--- config.mk ---
export PLATFORM = sky130hd
export DESIGN_NAME = rs232_uart
export DESIGN_NICKNAME = d
export VERILOG_FILES = /design/src/rtl/rs232_uart_pkg.sv /design/src/rtl/rs232_uart_if.sv /design/src/rtl/rs232_rx.sv /design/src/rtl/rs232_tx.sv /design/src/rtl/rs232_uart.sv
export SDC_FILE = /design/constraint.sdc
export NUM_CORES = 1
export LEC_CHECK = 0
export CAP_MARGIN = 20
export CORE_MARGIN = 2
export CORE_UTILIZATION = 45
export DETAILED_ROUTE_END_ITERATION = 10
export MAX_ROUTING_LAYER = met4
export SLEW_MARGIN = 5
export SYNTH_ARGS = -nofsm -noshare
export SYNTH_HDL_FRONTEND = slang
export SYNTH_SLANG_ARGS = --single-unit
--- constraint.sdc ---
create_clock -name clock -period 2.1 [get_ports clock]
set_input_delay 0.63 -clock clock [delete_from_list [all_inputs] [get_ports clock]]
set_output_delay 0.63 -clock clock [all_outputs]
set_load 0.03 [all_outputs]
--- src/rtl/rs232_uart_pkg.sv ---
// Shared constants, helpers and FSM encodings for the 8N1 RS-232 transceiver.
// DIV is the clock count per bit; HALF places the start-bit check mid-bit.
package rs232_uart_pkg;

    localparam int unsigned DEF_CLK_HZ = 50_000_000;
    localparam int unsigned DEF_BAUD   = 115_200;
    localparam int unsigned FRAME_BITS = 10;

    function automatic int unsigned calc_div(input int unsigned clk_hz, input int unsigned baud);
        return clk_hz / baud;
    endfunction

    function automatic int unsigned calc_half(input int unsigned div);
        return div / 2;
    endfunction

    // Bit counter runs 0..DIV-1; keep at least one bit for degenerate rates.
    function automatic int unsigned cnt_width(input int unsigned div);
        return (div > 1) ? $clog2(div) : 1;
    endfunction

    typedef enum logic [2:0] {
        RX_IDLE  = 3'd0,
        RX_START = 3'd1,
        RX_DATA  = 3'd2,
        RX_STOP  = 3'd3,
        RX_BREAK = 3'd4
    } rx_state_t;

    typedef enum logic {
        TX_IDLE = 1'b0,
        TX_SEND = 1'b1
    } tx_state_t;

endpackage

--- src/rtl/rs232_uart_if.sv ---
// CPU-facing handshake of the transceiver: RX holding register and TX request/status.
// rx/tx modports give each half of the design only the signals it owns.
interface rs232_uart_if;

    logic       readRX;
    logic       charReady;
    logic [7:0] RXchar;
    logic       writeTX;
    logic [7:0] TXchar;
    logic       TXempty;

    modport master (
        output readRX, writeTX, TXchar,
        input  charReady, RXchar, TXempty
    );

    modport slave (
        input  readRX, writeTX, TXchar,
        output charReady, RXchar, TXempty
    );

    modport rx (
        input  readRX,
        output charReady, RXchar
    );

    modport tx (
        input  writeTX, TXchar,
        output TXempty
    );

endinterface

--- src/rtl/rs232_rx.sv ---
// 8N1 receiver: two-flop synchroniser, mid-bit sampling FSM and one-character holding register.
// Framing errors drop the byte and wait for the line to return high before re-arming.
module rs232_rx
    import rs232_uart_pkg::*;
#(
    parameter int unsigned DIV = 434
) (
    input  logic     clock,
    input  logic     reset,
    input  logic     RxD,
    rs232_uart_if.rx bus
);

    localparam int unsigned HALF = calc_half(DIV);
    localparam int unsigned CW   = cnt_width(DIV);
    localparam logic [CW-1:0] BIT_LAST  = CW'(DIV - 1);
    localparam logic [CW-1:0] HALF_LAST = CW'(HALF - 1);

    logic          r_meta;
    logic          r_sync;
    rx_state_t     r_state;
    rx_state_t     w_state_next;
    logic [CW-1:0] r_cnt;
    logic [CW-1:0] w_cnt_next;
    logic [2:0]    r_idx;
    logic [2:0]    w_idx_next;
    logic [7:0]    r_shift;
    logic [7:0]    w_shift_next;
    logic [7:0]    r_char;
    logic [7:0]    w_char_next;
    logic          r_ready;
    logic          w_ready_next;
    logic          w_bit_end;

    // Synchroniser resets to the idle level so reset release never looks like a start edge.
    always_ff @(posedge clock) begin
        if (reset) begin
            r_meta  <= 1'b1;
            r_sync  <= 1'b1;
            r_state <= RX_IDLE;
            r_cnt   <= '0;
            r_idx   <= '0;
            r_shift <= '0;
            r_char  <= '0;
            r_ready <= 1'b0;
        end else begin
            r_meta  <= RxD;
            r_sync  <= r_meta;
            r_state <= w_state_next;
            r_cnt   <= w_cnt_next;
            r_idx   <= w_idx_next;
            r_shift <= w_shift_next;
            r_char  <= w_char_next;
            r_ready <= w_ready_next;
        end
    end

    assign w_bit_end = (r_cnt == BIT_LAST);

    always_comb begin
        w_state_next = r_state;
        w_cnt_next   = r_cnt;
        w_idx_next   = r_idx;
        w_shift_next = r_shift;
        w_char_next  = r_char;
        // A delivery later in this block overrides a simultaneous read.
        w_ready_next = r_ready & ~bus.readRX;

        case (r_state)
            RX_IDLE: begin
                if (!r_sync) begin
                    w_state_next = RX_START;
                    w_cnt_next   = '0;
                end
            end
            RX_START: begin
                if (r_cnt == HALF_LAST) begin
                    w_cnt_next = '0;
                    if (!r_sync) begin
                        w_state_next = RX_DATA;
                        w_idx_next   = '0;
                    end else begin
                        w_state_next = RX_IDLE;
                    end
                end else begin
                    w_cnt_next = r_cnt + 1'b1;
                end
            end
            RX_DATA: begin
                if (w_bit_end) begin
                    w_cnt_next          = '0;
                    w_shift_next[r_idx] = r_sync;
                    if (r_idx == 3'd7) begin
                        w_state_next = RX_STOP;
                    end else begin
                        w_idx_next = r_idx + 3'd1;
                    end
                end else begin
                    w_cnt_next = r_cnt + 1'b1;
                end
            end
            RX_STOP: begin
                if (w_bit_end) begin
                    w_cnt_next = '0;
                    if (r_sync) begin
                        w_char_next  = r_shift;
                        w_ready_next = 1'b1;
                        w_state_next = RX_IDLE;
                    end else begin
                        w_state_next = RX_BREAK;
                    end
                end else begin
                    w_cnt_next = r_cnt + 1'b1;
                end
            end
            RX_BREAK: begin
                if (r_sync) begin
                    w_state_next = RX_IDLE;
                end
            end
            default: begin
                w_state_next = RX_IDLE;
                w_cnt_next   = '0;
            end
        endcase
    end

    assign bus.charReady = r_ready;
    assign bus.RXchar    = r_char;

endmodule

--- src/rtl/rs232_tx.sv ---
// 8N1 transmitter: start bit, eight data bits LSB first, stop bit, each held DIV clocks.
// TXempty rises the cycle after the stop bit completes, so an immediate rewrite leaves no idle gap.
module rs232_tx
    import rs232_uart_pkg::*;
#(
    parameter int unsigned DIV = 434
) (
    input  logic     clock,
    input  logic     reset,
    output logic     TxD,
    rs232_uart_if.tx bus
);

    localparam int unsigned CW = cnt_width(DIV);
    localparam logic [CW-1:0] BIT_LAST   = CW'(DIV - 1);
    localparam logic [3:0]    FRAME_LAST = 4'(FRAME_BITS - 1);

    tx_state_t     r_state;
    tx_state_t     w_state_next;
    logic [CW-1:0] r_cnt;
    logic [CW-1:0] w_cnt_next;
    logic [3:0]    r_bit;
    logic [3:0]    w_bit_next;
    logic [8:0]    r_frame;
    logic [8:0]    w_frame_next;
    logic          r_txd;
    logic          w_txd_next;
    logic          r_empty;
    logic          w_empty_next;

    always_ff @(posedge clock) begin
        if (reset) begin
            r_state <= TX_IDLE;
            r_cnt   <= '0;
            r_bit   <= '0;
            r_frame <= '1;
            r_txd   <= 1'b1;
            r_empty <= 1'b1;
        end else begin
            r_state <= w_state_next;
            r_cnt   <= w_cnt_next;
            r_bit   <= w_bit_next;
            r_frame <= w_frame_next;
            r_txd   <= w_txd_next;
            r_empty <= w_empty_next;
        end
    end

    // r_frame holds the bits still to go ({stop, data}); the start bit goes straight to r_txd.
    always_comb begin
        w_state_next = r_state;
        w_cnt_next   = r_cnt;
        w_bit_next   = r_bit;
        w_frame_next = r_frame;
        w_txd_next   = r_txd;
        w_empty_next = r_empty;

        case (r_state)
            TX_IDLE: begin
                if (bus.writeTX) begin
                    w_frame_next = {1'b1, bus.TXchar};
                    w_txd_next   = 1'b0;
                    w_empty_next = 1'b0;
                    w_cnt_next   = '0;
                    w_bit_next   = '0;
                    w_state_next = TX_SEND;
                end
            end
            TX_SEND: begin
                if (r_cnt == BIT_LAST) begin
                    w_cnt_next = '0;
                    if (r_bit == FRAME_LAST) begin
                        w_txd_next   = 1'b1;
                        w_empty_next = 1'b1;
                        w_state_next = TX_IDLE;
                    end else begin
                        w_bit_next   = r_bit + 4'd1;
                        w_txd_next   = r_frame[0];
                        w_frame_next = {1'b1, r_frame[8:1]};
                    end
                end else begin
                    w_cnt_next = r_cnt + 1'b1;
                end
            end
            default: begin
                w_state_next = TX_IDLE;
                w_txd_next   = 1'b1;
                w_empty_next = 1'b1;
            end
        endcase
    end

    assign TxD         = r_txd;
    assign bus.TXempty = r_empty;

endmodule

--- src/rtl/rs232_uart.sv ---
// TinyComp RS-232 device (RX = device 0, TX = device 1) with the legacy flat port list.
// Only wires the independent receiver and transmitter through the internal handshake bundle.
module rs232_uart
    import rs232_uart_pkg::*;
#(
    parameter int unsigned CLK_HZ = DEF_CLK_HZ,
    parameter int unsigned BAUD   = DEF_BAUD
) (
    input  logic       clock,
    input  logic       reset,
    input  logic       RxD,
    input  logic       readRX,
    output logic       charReady,
    output logic [7:0] RXchar,
    input  logic       writeTX,
    input  logic [7:0] TXchar,
    output logic       TXempty,
    output logic       TxD
);

    localparam int unsigned DIV = calc_div(CLK_HZ, BAUD);

    rs232_uart_if w_bus ();

    assign w_bus.readRX  = readRX;
    assign w_bus.writeTX = writeTX;
    assign w_bus.TXchar  = TXchar;
    assign charReady     = w_bus.charReady;
    assign RXchar        = w_bus.RXchar;
    assign TXempty       = w_bus.TXempty;

    rs232_rx #(
        .DIV (DIV)
    ) u_rx (
        .clock (clock),
        .reset (reset),
        .RxD   (RxD),
        .bus   (w_bus.rx)
    );

    rs232_tx #(
        .DIV (DIV)
    ) u_tx (
        .clock (clock),
        .reset (reset),
        .TxD   (TxD),
        .bus   (w_bus.tx)
    );

endmodule

==> summary.md <==
* 6680 um2 — area of the core
* 180 ps — slack of the worst reg-to-reg path
* 0.00299 W — sum of internal, switching and leakage power
* 362 — number of nets produced by synthesis
* 1 — worst hold stages
* 86.5 um — die width
* 680 ps — peak per-stage delay on the critical path
* 820 nW/um2 — power density of the placed cells
* complete, no violations — run status
* 1 — CP Buf/Inv Count
* 0 — number of max-cap violations
* buffers and inverters — cell type group with the largest total delay on the critical path
* 0 — Antenna Diode Count
* 93.7% — Period Utilization, post-route
* 1.38 nW — static leakage
* 4400 um — Detail Placement HPWL
* 37.9% — sequential-to-total area share from yosys stat
* 330 ps — clock latency reported for the late side of the worst-skew pair
* 58 — # clock sinks
* 7480 um2 — total die area
* sky130_fd_sc_hd__dfxtp_1 38%, sky130_fd_sc_hd__mux2i_1 6.9%, sky130_fd_sc_hd__a21oi_1 4.1%, sky130_fd_sc_hd__ha_1 3.7%, sky130_fd_sc_hd__nor2_1 3.6% — synth top area cells
* u_rx.r_meta — hold path startpoint
* 3440 um2 — placed standard-cell area
* 58 — Synth Register Bits
* 0 — number of flops mapped to enable cells by yosys
* 3650 um2 — post-layout instance area
* 0 — Final Hold Fails
* 1780 um2 — area used by multi-input combinational logic
* 0 — final global-route overflow total
* 29.0% — GRT met2 Usage
* sky130_fd_sc_hd__dfxtp_1 — most used flip-flop cell after synthesis
* 508 MHz — upper clock frequency limit
* 9 — TritonCTS Buffers
* 58 x sky130_fd_sc_hd__dfxtp_1, 29 x sky130_fd_sc_hd__nor2_1, 25 x sky130_fd_sc_hd__a21oi_1 — commonest cells after routing, fill and taps aside
* 0 — initial antenna violation count
* 37.9% — top cell type's share of synthesized area
* built — clock tree from TritonCTS
* 70 — initial DRC count
* 1970 ps — time the worst path needs with I/O delays and setup
* 13.9 um — detail-routed net length per standard cell
* 2,589 — total number of vias
* flip-flop — critical path launch point type
* 0% — share of flip-flops with an asynchronous set or reset after synthesis
* u_tx.r_cnt[1] — launch point of the worst reg-to-reg path
* 0 — Post-CTS Setup Inserts
* 1 — Stages on worst setup path
* 18.9% — all-layer global routing usage
* 4 — iteration count of the initial detailed-routing pass
* 24 — Top Ports
* 1340 ps — arrival time worst endpoint
* 0.000348 V — IR drop worst, VDD
* 0 — number of hold buffers added after cts
* sky130_fd_sc_hd__clkbuf_8 — Root Buffer
* 2 — maximum number of buffers from clock root to sink
* 45.8% — initial cell density of the core
* 1160 um2 — footprint of the flip-flops and latches
* 3.71% — global-route met3 utilization
* sky130_fd_sc_hd__dfxtp_1 — most common cell after layout, fill and taps aside
* 24.4% — M1 GR Usage
* 0 — final antenna-violating net count
* sky130_fd_sc_hd__clkdlybuf4s50_1 — slowest cell on the critical path
* 57 — number of distinct standard cells referenced by the synthesized netlist
* 23 — count of input and output buffers
* no — setup repair after global routing missed its margin
* 0 — final setup violation count
* met2 — peak-usage layer in the global routing report
* 59.0% — headroom to the max-slew limit
* 0.845 — routability congestion estimate
* 60 ps — clock slew at the register clock pins of the worst setup and hold paths
* 10.6 ps — Layout Skew
* 340 — instance count of the mapped netlist
* 0 — count of unresolved DRC violations after routing
* 30 — total number of placement rows
* sky130_fd_sc_hd__dfxtp_1 — dominant cell type by area after synthesis
* 86.5 um — vertical extent of the die
* 3060 um2 — cell area after synthesis
* 7 — number of cells on the worst reg-to-reg path
* 1470 ps — endpoint required time on the critical path
* 644 — Filler Cell Count
* 0 — final-report max-slew violation count
* 0 — CTS-repair resized insts
* 2 — Worst Path Max Fanout
* 19.1% — synthesis-to-layout area growth
* flip-flop to flip-flop — type of the tightest min-delay check
* clkdlybuf4s50_1 — cells along the critical path
* 11,000 um — first-pass GRT wire length
* 3 — CTS HTree Levels
* 0 — Ys Warns
* 2,350 — number of global-route vias before repair
* u_rx.bus.RXchar[1] — launching instance or port of the critical path
* 24 — largest net degree at the start of global routing
* flip-flop to output port — worst setup path category
* output port — nature of the critical path endpoint
* 392 — number of nets in the layout
* 9.00 um2 — mean post-synth cell area
* 15.2% — share of layout cells above drive strength 1
* 6320 um — sum of routed wire length over all layers
* 5.70 — per-cell via count in the routed design
* 611 ps — Worst Max-Slew Pin Slew
sequential cells by signal, indices dropped and copies added, names as in the netlist:
signal,flops
u_tx.r_cnt,9
u_rx.r_cnt,9
u_rx.r_shift,8
u_rx.r_sync,1
u_tx.r_state,1
u_rx.r_meta,1
u_rx.bus.charReady,1
u_tx.bus.TXempty,1
u_rx.r_state,3
u_rx.r_idx,3
u_tx.r_bit,4
u_tx.TxD,1
u_rx.bus.RXchar,8
u_tx.r_frame,8
power breakdown:
group | switching [W] | leakage [nW] | internal (W) | total [W]
clock network | 0.000426 | 0.106 | 0.000637 | 0.00106
registers | 0.0000676 | 0.471 | 0.00115 | 0.00122
logic | 0.000407 | 0.800 | 0.000306 | 0.000713
through the flow:
step | util, % | instances | worst slack (ps) | hold slack (ps) | TNS, ps
after floorplan | - | 340 | 374 | 389 | 0
after global placement | 51.4 | 439 | -65.9 | 394 | -75.8
after detailed placement | 51.4 | 439 | -85.7 | 403 | -136
after CTS | 54.5 | 454 | 98.9 | 419 | 0
after global routing | 54.6 | 454 | 28.6 | 431 | 0
final | 54.6 | 454 | 133 | 413 | 0
logic make-up after synthesis:
logic type | Yosys count | synth area share [%]
simple gates | 138 | 27.7
compound gates | 73 | 16.3
flops | 58 | 37.9
buf+inv | 32 | 4.21
mux | 30 | 10.2
fa+ha+maj | 9 | 3.68
worst paths after layout:
kind	endpoint
max	RXchar[1]
max reg2reg	u_tx.r_cnt[7]
min reg2reg	u_rx.r_sync
min	u_rx.r_sync
layout make-up:
class / count / share of cell area (%)
timing repair buffer: 39 / 9.81
tap: 80 / 2.74
multi-input combinational: 250 / 48.8
clock inverter: 2 / 0.961
sequential: 58 / 31.8
clock buffer: 13 / 4.63
inverter: 12 / 1.23
cells in the mapped netlist (all sizes together) (4+ instances only):
cell type	instances
ha	9
nand4	7
nor2b	4
mux2i	21
o21ai	14
or4	4
nor3b	5
nor4	10
a21oi	28
buf	7
or3	5
a211oi	4
clkbuf	13
nand2b	13
or2	5
dfxtp	58
mux2	9
o211ai	4
nor3	6
inv	12
nor2	29
nand3	10
nand3b	4
nand2	12
and3	5
metal layers:
metal,vias up,part of all wire [%]
li1,1321,-
met1,1209,50
met2,49,45
met3,10,3.2
met4,0,1.4
met5,-,0
(Power assumes the default switching activity.)
